**src/rtl/soc_pkg.sv**
```systemverilog
`default_nettype none
// ============================================================================
// Module   : soc_pkg
// Purpose  : Register offsets, handshake state encoding and EVENTS bit layout
//            shared by the SoC I/O register block and its timer.
// Revision : 1.0
// ============================================================================
package soc_pkg;

    // Word offsets, i.e. mem_addr[5:2]
    localparam logic [3:0] c_reg_leds1     = 4'h0;
    localparam logic [3:0] c_reg_leds2     = 4'h1;
    localparam logic [3:0] c_reg_leds3     = 4'h2;
    localparam logic [3:0] c_reg_leds4     = 4'h3;
    localparam logic [3:0] c_reg_key_state = 4'h4;
    localparam logic [3:0] c_reg_events    = 4'h5;
    localparam logic [3:0] c_reg_timer     = 4'h6;
    localparam logic [3:0] c_reg_timer_cmp = 4'h7;
    localparam logic [3:0] c_reg_irq_en    = 4'h8;

    localparam int          c_ev_width      = 5;
    localparam int          c_ev_key_lsb    = 0;
    localparam int          c_ev_match      = 4;
    localparam logic [31:0] c_timer_cmp_rst = 32'hFFFF_FFFF;

    typedef enum logic [1:0] {
        S_IDLE = 2'd0,
        S_RESP = 2'd1,
        S_HOLD = 2'd2
    } io_fsm_t;

endpackage
`default_nettype wire

```
**src/rtl/io_timer.sv**
```systemverilog
`default_nettype none
// ============================================================================
// Module   : io_timer
// Purpose  : Free-running 32-bit TIMER with TIMER_CMP and a compare-match pulse.
// Revision : 1.0
// ============================================================================
module io_timer
    import soc_pkg::*;
(
    input  logic        clk,
    input  logic        rst,
    input  logic        i_wr_timer,
    input  logic        i_wr_cmp,
    input  logic [31:0] i_wdata,
    output logic [31:0] o_timer,
    output logic [31:0] o_cmp,
    output logic        o_match
);

    logic [31:0] r_timer;
    logic [31:0] r_cmp;
    logic [31:0] w_timer_nxt;
    logic [31:0] w_cmp_nxt;

    assign w_timer_nxt = i_wr_timer ? i_wdata : r_timer + 32'd1;
    assign w_cmp_nxt   = i_wr_cmp   ? i_wdata : r_cmp;

    // Compare on next-state values so the flag is already set in the cycle
    // where TIMER equals TIMER_CMP.
    assign o_match = (w_timer_nxt == w_cmp_nxt);

    always_ff @(posedge clk or posedge rst) begin
        if (rst) begin
            r_timer <= '0;
            r_cmp   <= c_timer_cmp_rst;
        end else begin
            r_timer <= w_timer_nxt;
            r_cmp   <= w_cmp_nxt;
        end
    end

    assign o_timer = r_timer;
    assign o_cmp   = r_cmp;

endmodule
`default_nettype wire

```
**src/rtl/soc_io_regs.sv**
```systemverilog
`default_nettype none
// ============================================================================
// Module   : soc_io_regs
// Purpose  : Memory-mapped LED, key-event, timer and interrupt registers.
// Revision : 1.0
// ============================================================================
module soc_io_regs
    import soc_pkg::*;
#(
    parameter int N_KEYS = 4
) (
    input  logic              clk,
    input  logic              rst,
    input  logic              io_sel,
    input  logic [31:0]       mem_addr,
    input  logic [31:0]       mem_wdata,
    input  logic              mem_wstrobe,
    output logic [31:0]       mem_rdata,
    output logic              mem_done,
    input  logic [N_KEYS-1:0] key_press,
    input  logic [N_KEYS-1:0] key_state,
    output logic [7:0]        leds1,
    output logic [7:0]        leds2,
    output logic [7:0]        leds3,
    output logic [7:0]        leds4,
    output logic              irq
);

    io_fsm_t               r_state;
    logic [3:0]            r_addr;
    logic [31:0]           r_wdata;
    logic                  r_wr;
    logic                  r_done;
    logic [31:0]           r_rdata;
    logic [7:0]            r_leds1, r_leds2, r_leds3, r_leds4;
    logic [c_ev_width-1:0] r_events;
    logic [c_ev_width-1:0] r_irq_en;
    logic                  r_irq;

    logic                  w_wr_en;
    logic [31:0]           w_rd_data;
    logic [c_ev_width-1:0] w_ev_set;
    logic [c_ev_width-1:0] w_ev_clr;
    logic [31:0]           w_timer;
    logic [31:0]           w_cmp;
    logic                  w_match;
    logic                  w_unused_addr;

    assign w_unused_addr = ^{mem_addr[31:6], mem_addr[1:0]};
    assign w_wr_en       = (r_state == S_RESP) && r_wr;

    io_timer u_timer (
        .clk        (clk),
        .rst        (rst),
        .i_wr_timer (w_wr_en && (r_addr == c_reg_timer)),
        .i_wr_cmp   (w_wr_en && (r_addr == c_reg_timer_cmp)),
        .i_wdata    (r_wdata),
        .o_timer    (w_timer),
        .o_cmp      (w_cmp),
        .o_match    (w_match)
    );

    always_comb begin
        w_rd_data = '0;
        case (mem_addr[5:2])
            c_reg_leds1:     w_rd_data = {24'h0, r_leds1};
            c_reg_leds2:     w_rd_data = {24'h0, r_leds2};
            c_reg_leds3:     w_rd_data = {24'h0, r_leds3};
            c_reg_leds4:     w_rd_data = {24'h0, r_leds4};
            c_reg_key_state: w_rd_data = 32'(key_state);
            c_reg_events:    w_rd_data = 32'(r_events);
            c_reg_timer:     w_rd_data = w_timer;
            c_reg_timer_cmp: w_rd_data = w_cmp;
            c_reg_irq_en:    w_rd_data = 32'(r_irq_en);
            default:         w_rd_data = '0;
        endcase
    end

    always_comb begin
        w_ev_set                 = '0;
        w_ev_set[c_ev_key_lsb+:4] = 4'(key_press);
        w_ev_set[c_ev_match]     = w_match;
        w_ev_clr                 = (w_wr_en && (r_addr == c_reg_events))
                                   ? r_wdata[c_ev_width-1:0] : '0;
    end

    // One access per io_sel assertion: HOLD absorbs the remainder of the strobe.
    always_ff @(posedge clk or posedge rst) begin
        if (rst) begin
            r_state <= S_IDLE;
            r_addr  <= '0;
            r_wdata <= '0;
            r_wr    <= 1'b0;
            r_done  <= 1'b0;
            r_rdata <= '0;
        end else begin
            case (r_state)
                S_IDLE: begin
                    r_done  <= 1'b0;
                    r_rdata <= '0;
                    if (io_sel) begin
                        r_state <= S_RESP;
                        r_addr  <= mem_addr[5:2];
                        r_wdata <= mem_wdata;
                        r_wr    <= mem_wstrobe;
                        r_done  <= 1'b1;
                        r_rdata <= mem_wstrobe ? 32'h0 : w_rd_data;
                    end
                end
                S_RESP: begin
                    r_state <= S_HOLD;
                    r_done  <= 1'b0;
                    r_rdata <= '0;
                end
                S_HOLD: begin
                    if (!io_sel) r_state <= S_IDLE;
                end
                default: begin
                    r_state <= S_IDLE;
                    r_done  <= 1'b0;
                    r_rdata <= '0;
                end
            endcase
        end
    end

    always_ff @(posedge clk or posedge rst) begin
        if (rst) begin
            r_leds1  <= '0;
            r_leds2  <= '0;
            r_leds3  <= '0;
            r_leds4  <= '0;
            r_irq_en <= '0;
            r_events <= '0;
            r_irq    <= 1'b0;
        end else begin
            if (w_wr_en) begin
                case (r_addr)
                    c_reg_leds1:  r_leds1  <= r_wdata[7:0];
                    c_reg_leds2:  r_leds2  <= r_wdata[7:0];
                    c_reg_leds3:  r_leds3  <= r_wdata[7:0];
                    c_reg_leds4:  r_leds4  <= r_wdata[7:0];
                    c_reg_irq_en: r_irq_en <= r_wdata[c_ev_width-1:0];
                    default: ;
                endcase
            end
            // Set after clear so a simultaneous set wins.
            r_events <= (r_events & ~w_ev_clr) | w_ev_set;
            r_irq    <= |(r_events & r_irq_en);
        end
    end

    assign mem_done  = r_done;
    assign mem_rdata = r_rdata;
    assign leds1     = r_leds1;
    assign leds2     = r_leds2;
    assign leds3     = r_leds3;
    assign leds4     = r_leds4;
    assign irq       = r_irq;

endmodule
`default_nettype wire

```
**config.mk**
```make
export PLATFORM = sky130hd
export DESIGN_NAME = soc_io_regs
export DESIGN_NICKNAME = d
export VERILOG_FILES = /design/src/rtl/soc_pkg.sv /design/src/rtl/io_timer.sv /design/src/rtl/soc_io_regs.sv
export SDC_FILE = /design/constraint.sdc
export NUM_CORES = 1
export LEC_CHECK = 0
export ABC_AREA = 0
export CAP_MARGIN = 20
export CORE_AREA = 2 2 172 140
export CTS_CLUSTER_DIAMETER = 50
export CTS_CLUSTER_SIZE = 12
export DETAILED_ROUTE_END_ITERATION = 7
export DIE_AREA = 0 0 174 142
export PLACE_DENSITY = 0.69
export SETUP_SLACK_MARGIN = 0.05
export SKIP_CTS_REPAIR_TIMING = 1
export SLEW_MARGIN = 20
export SYNTH_ARGS = -nofsm -noshare
export SYNTH_HDL_FRONTEND = slang
export SYNTH_SLANG_ARGS = --single-unit
export TNS_END_PERCENT = 50
```
**constraint.sdc**
```tcl
create_clock -name clk -period 15.8 [get_ports clk]
set_input_delay 1.58 -clock clk [delete_from_list [all_inputs] [get_ports clk]]
set_output_delay 1.58 -clock clk [all_outputs]
set_load 0.05 [all_outputs]
```
==> impl_metrics.env <==
export IMPL_fin_cells=1250
export IMPL_grt_pass1_vias=6919
export IMPL_finalMaxSlewViolations=0
export IMPL_routed_wl_mm=24.4
export IMPL_min_path_type="register to register"
export IMPL_ant_nets=0
export IMPL_synth_compound_area_share_pct=11.7
export IMPL_internal_power_mw=1.27
export IMPL_fp_row_count=50
export IMPL_ys_warnings_count=0
export IMPL_reg2reg_slack_ns=12.04
export IMPL_rsz0062_at_grt="false"
export IMPL_fillers=2156
export IMPL_drive_above_1_share_pct=20.9
export IMPL_routed_via_density=5.53
export IMPL_async_flop_share_pct=100
export IMPL_synth_seq_cells=179
export IMPL_synth_simple_area_share_pct=13.2
export IMPL_holdWs_ns=0.481
export IMPL_synth_fa_ha_area_share_pct=0.138
export IMPL_period_minus_slack_ns=3.76
export IMPL_hp_start="mem_done$_DFFE_PP0P_"
export IMPL_root_buffer="clkbuf_16"
export IMPL_final_cell_mix="dfrtp_1, clkdlybuf4s50_1, mux2_2, nand2_1, nor2_1"
export IMPL_p_leak_nw=4.41
export IMPL_r2r_start="r_addr[0]$_DFFE_PP0P_"
export IMPL_p_seq_share_pct=41.7
export IMPL_comb_power_share_pct=40.2
export IMPL_areaGrowthSynthToFinish_pct=21.8
export IMPL_antenna_cells=0
export IMPL_setup_tns_ns=0
export IMPL_clk_pin_slew_ns=0.06
export IMPL_synth_xor_area_share_pct=6.03
export IMPL_max_freq_ghz=0.266
export IMPL_start_util_pct=39.4
export IMPL_setup_viol=0
export IMPL_clk_path_buf_depth=2
export IMPL_worst_pin_slew_ns=0.967
export IMPL_core_area_mm2=0.0230
export IMPL_hold_violations=0
export IMPL_required_ns=16.14
export IMPL_seq_area_mm2=0.00452
export IMPL_fin_ws_ns=12.04
export IMPL_synthCells=831
export IMPL_overflow=0
export IMPL_ys_seq_area_share_pct=49.9
export IMPL_numPortBuffers=113
export IMPL_die_area_mm2=0.0247
export IMPL_synth_avg_cell_area_um2=10.9
export IMPL_dpl_cell_area_mm2=0.0105
export IMPL_fp_dieW_um=174
export IMPL_synth_top_family_by_area="multiplexers"
export IMPL_grt_max_degree=71
export IMPL_detail_route_first_pass_iterations=5
export IMPL_wl_per_cell_um=19.5
export IMPL_grtUsageTotal_pct=20.2
export IMPL_ys_flop_type="dfrtp_1"
export IMPL_die_h_um=142
export IMPL_worst_clock_skew_ns=0.0105
export IMPL_cts_buffers=17
export IMPL_gp_congestion=0.928
export IMPL_cap_violations=0
export IMPL_peakVddDrop_uv=127
export IMPL_layout_commonest_cell="dfrtp_1"
export IMPL_antenna_found_initial=0
export IMPL_outcome="complete, no violations"
export IMPL_p_sw_mw=0.896
export IMPL_drt_iter0_drc=567
export IMPL_synth_edf_count=0
export IMPL_nets=1002
export IMPL_cts_max_level=4
export IMPL_critPathMaxFanout=23
export IMPL_cts_tree="done"
export IMPL_finalInstanceArea_mm2=0.0110
export IMPL_multiInputGateArea_mm2=0.00430
export IMPL_synth_cell_types=68
export IMPL_dpl_hpwl_mm=16.9
export IMPL_dpl_cell_count=1218
export IMPL_cts_sinks=179
export IMPL_syn_cell_area_mm2=0.00906
export IMPL_dp_slack_ns=11.68
export IMPL_pwr_share_clk_pct=18.0
export IMPL_worstSetupPathType="register to register"
export IMPL_worstPathArrival_ns=4.10
export IMPL_max_slew_margin_pct=35.4
export IMPL_switching_share_pct=41.4
export IMPL_critPathLaunchType="register"
export IMPL_vias=6918
export IMPL_period_share_pct=23.8
export IMPL_ios=142
export IMPL_power_density_mw_per_mm2=196
export IMPL_crit_start="r_addr[0]$_DFFE_PP0P_"
export IMPL_synth_area_mux_share_pct=16.2
export IMPL_drc=0
export IMPL_synth_fp_nets=908
export IMPL_end_kind="register"
export IMPL_clock_latency_ns=0.44
export IMPL_grt_pass1_wl_mm=39.1
## sequential cells by signal, summed over array words and instances, names as in the netlist
signal and cells:
irq 1, leds1 8, leds2 8, leds3 8, leds4 8, mem_done 1, mem_rdata 32, r_addr 4
r_events 5, r_irq_en 5, r_state 2, r_wdata 32, r_wr 1, u_timer.o_cmp 32, u_timer.o_timer 32
## final timing paths
path                                           endpoint  depth (start not counted)
setup / recovery                  r_events[4]$_DFF_PP0_                          9
hold / removal                     mem_done$_DFFE_PP0P_                          1
setup reg to reg                  r_events[4]$_DFF_PP0_                          9
hold reg to reg                    mem_done$_DFFE_PP0P_                          1
max in group asynchronous  u_timer.o_timer[2]$_DFF_PP0_                          4
min in group asynchronous     mem_rdata[21]$_DFFE_PP0P_                          2
## cell families (layout without fill, tap and decap cells)
group / Yosys count / in the layout
fa+ha+maj: 1 / 1
buf+inv: 67 / 174
compound gates: 167 / 167
mux: 129 / 129
simple gates: 232 / 232
flops: 179 / 179
xor+xnor: 56 / 56
## stage by stage
step                      power [mW]  util [%]
final                           2.17      48.0
after detailed placement        1.77      45.6
after global placement          1.75      45.6
after global routing            2.29      48.0
after CTS                       2.16      47.9
after floorplan                 1.48         -
## power groups by stage
stage,sequential (mW),combinational [mW],clock [mW]
2_1_floorplan,0.940,0.538,0
3_3_place_gp,0.898,0.847,0
3_5_place_dp,0.904,0.862,0
4_1_cts,0.898,0.868,0.399
5_1_grt,0.934,0.936,0.418
6_report,0.903,0.871,0.391
## per-layer routing
layer  vias up  share of wire (%)  GRT usage, %
met1      3458                 46          29.0
li1       3209                  -             -
met4         0               0.99          5.44
met3        23                6.8          4.62
met5         -                  0             0
met2       228                 46          30.9
## cell type report
type	count	area share [%]
Tap cell	312	3.54
Timing Repair Buffer	128	11.3
Inverter	14	0.521
Multi-Input combinational cell	585	38.9
Clock buffer	21	4.08
Clock inverter	11	0.737
Sequential cell	179	40.9
## synthesized netlist by cell type, types with 3 or more instances
master / count / area [um2]
dfrtp_1: 147 / 3680
nand3_1: 20 / 100
a31oi_1: 13 / 81.3
mux2i_1: 18 / 180
xor2_1: 20 / 175
buf_2: 3 / 15.0
nor3b_1: 4 / 30.0
nor4_1: 7 / 43.8
o31ai_1: 8 / 60.1
a22oi_1: 26 / 195
a32oi_1: 3 / 26.3
mux4_2: 3 / 67.6
o21ai_0: 49 / 245
nor2_1: 50 / 188
o21a_1: 3 / 22.5
xnor3_1: 3 / 67.6
and3_1: 3 / 18.8
dfstp_2: 32 / 841
and4_1: 6 / 52.6
nand2_1: 70 / 263
a21oi_1: 28 / 140
nand2b_1: 4 / 25.0
clkbuf_1: 43 / 161
xnor2_1: 32 / 280
nor3_1: 15 / 75.1
o21ai_1: 4 / 20.0
mux2_2: 106 / 1190
nor2b_1: 5 / 31.3
a21o_1: 8 / 60.1
nand3b_1: 4 / 30.0
or4_1: 6 / 45.0
inv_1: 13 / 48.8
nand4_1: 13 / 81.3
o22ai_1: 3 / 18.8
buf_1: 6 / 22.5
and2_1: 6 / 37.5
or3_1: 7 / 43.8
## critical path, cell delays in order (launching register included)
cell and delay (ns):
dfrtp_1 0.84, inv_1 0.31, nor4_4 0.36, buf_4 0.38, mux2_2 0.41, a21o_1 0.16, a2bb2oi_1 0.14, a2111o_1 0.39
or4_1 0.43, o31ai_1 0.24
(Power assumes the default switching activity.)
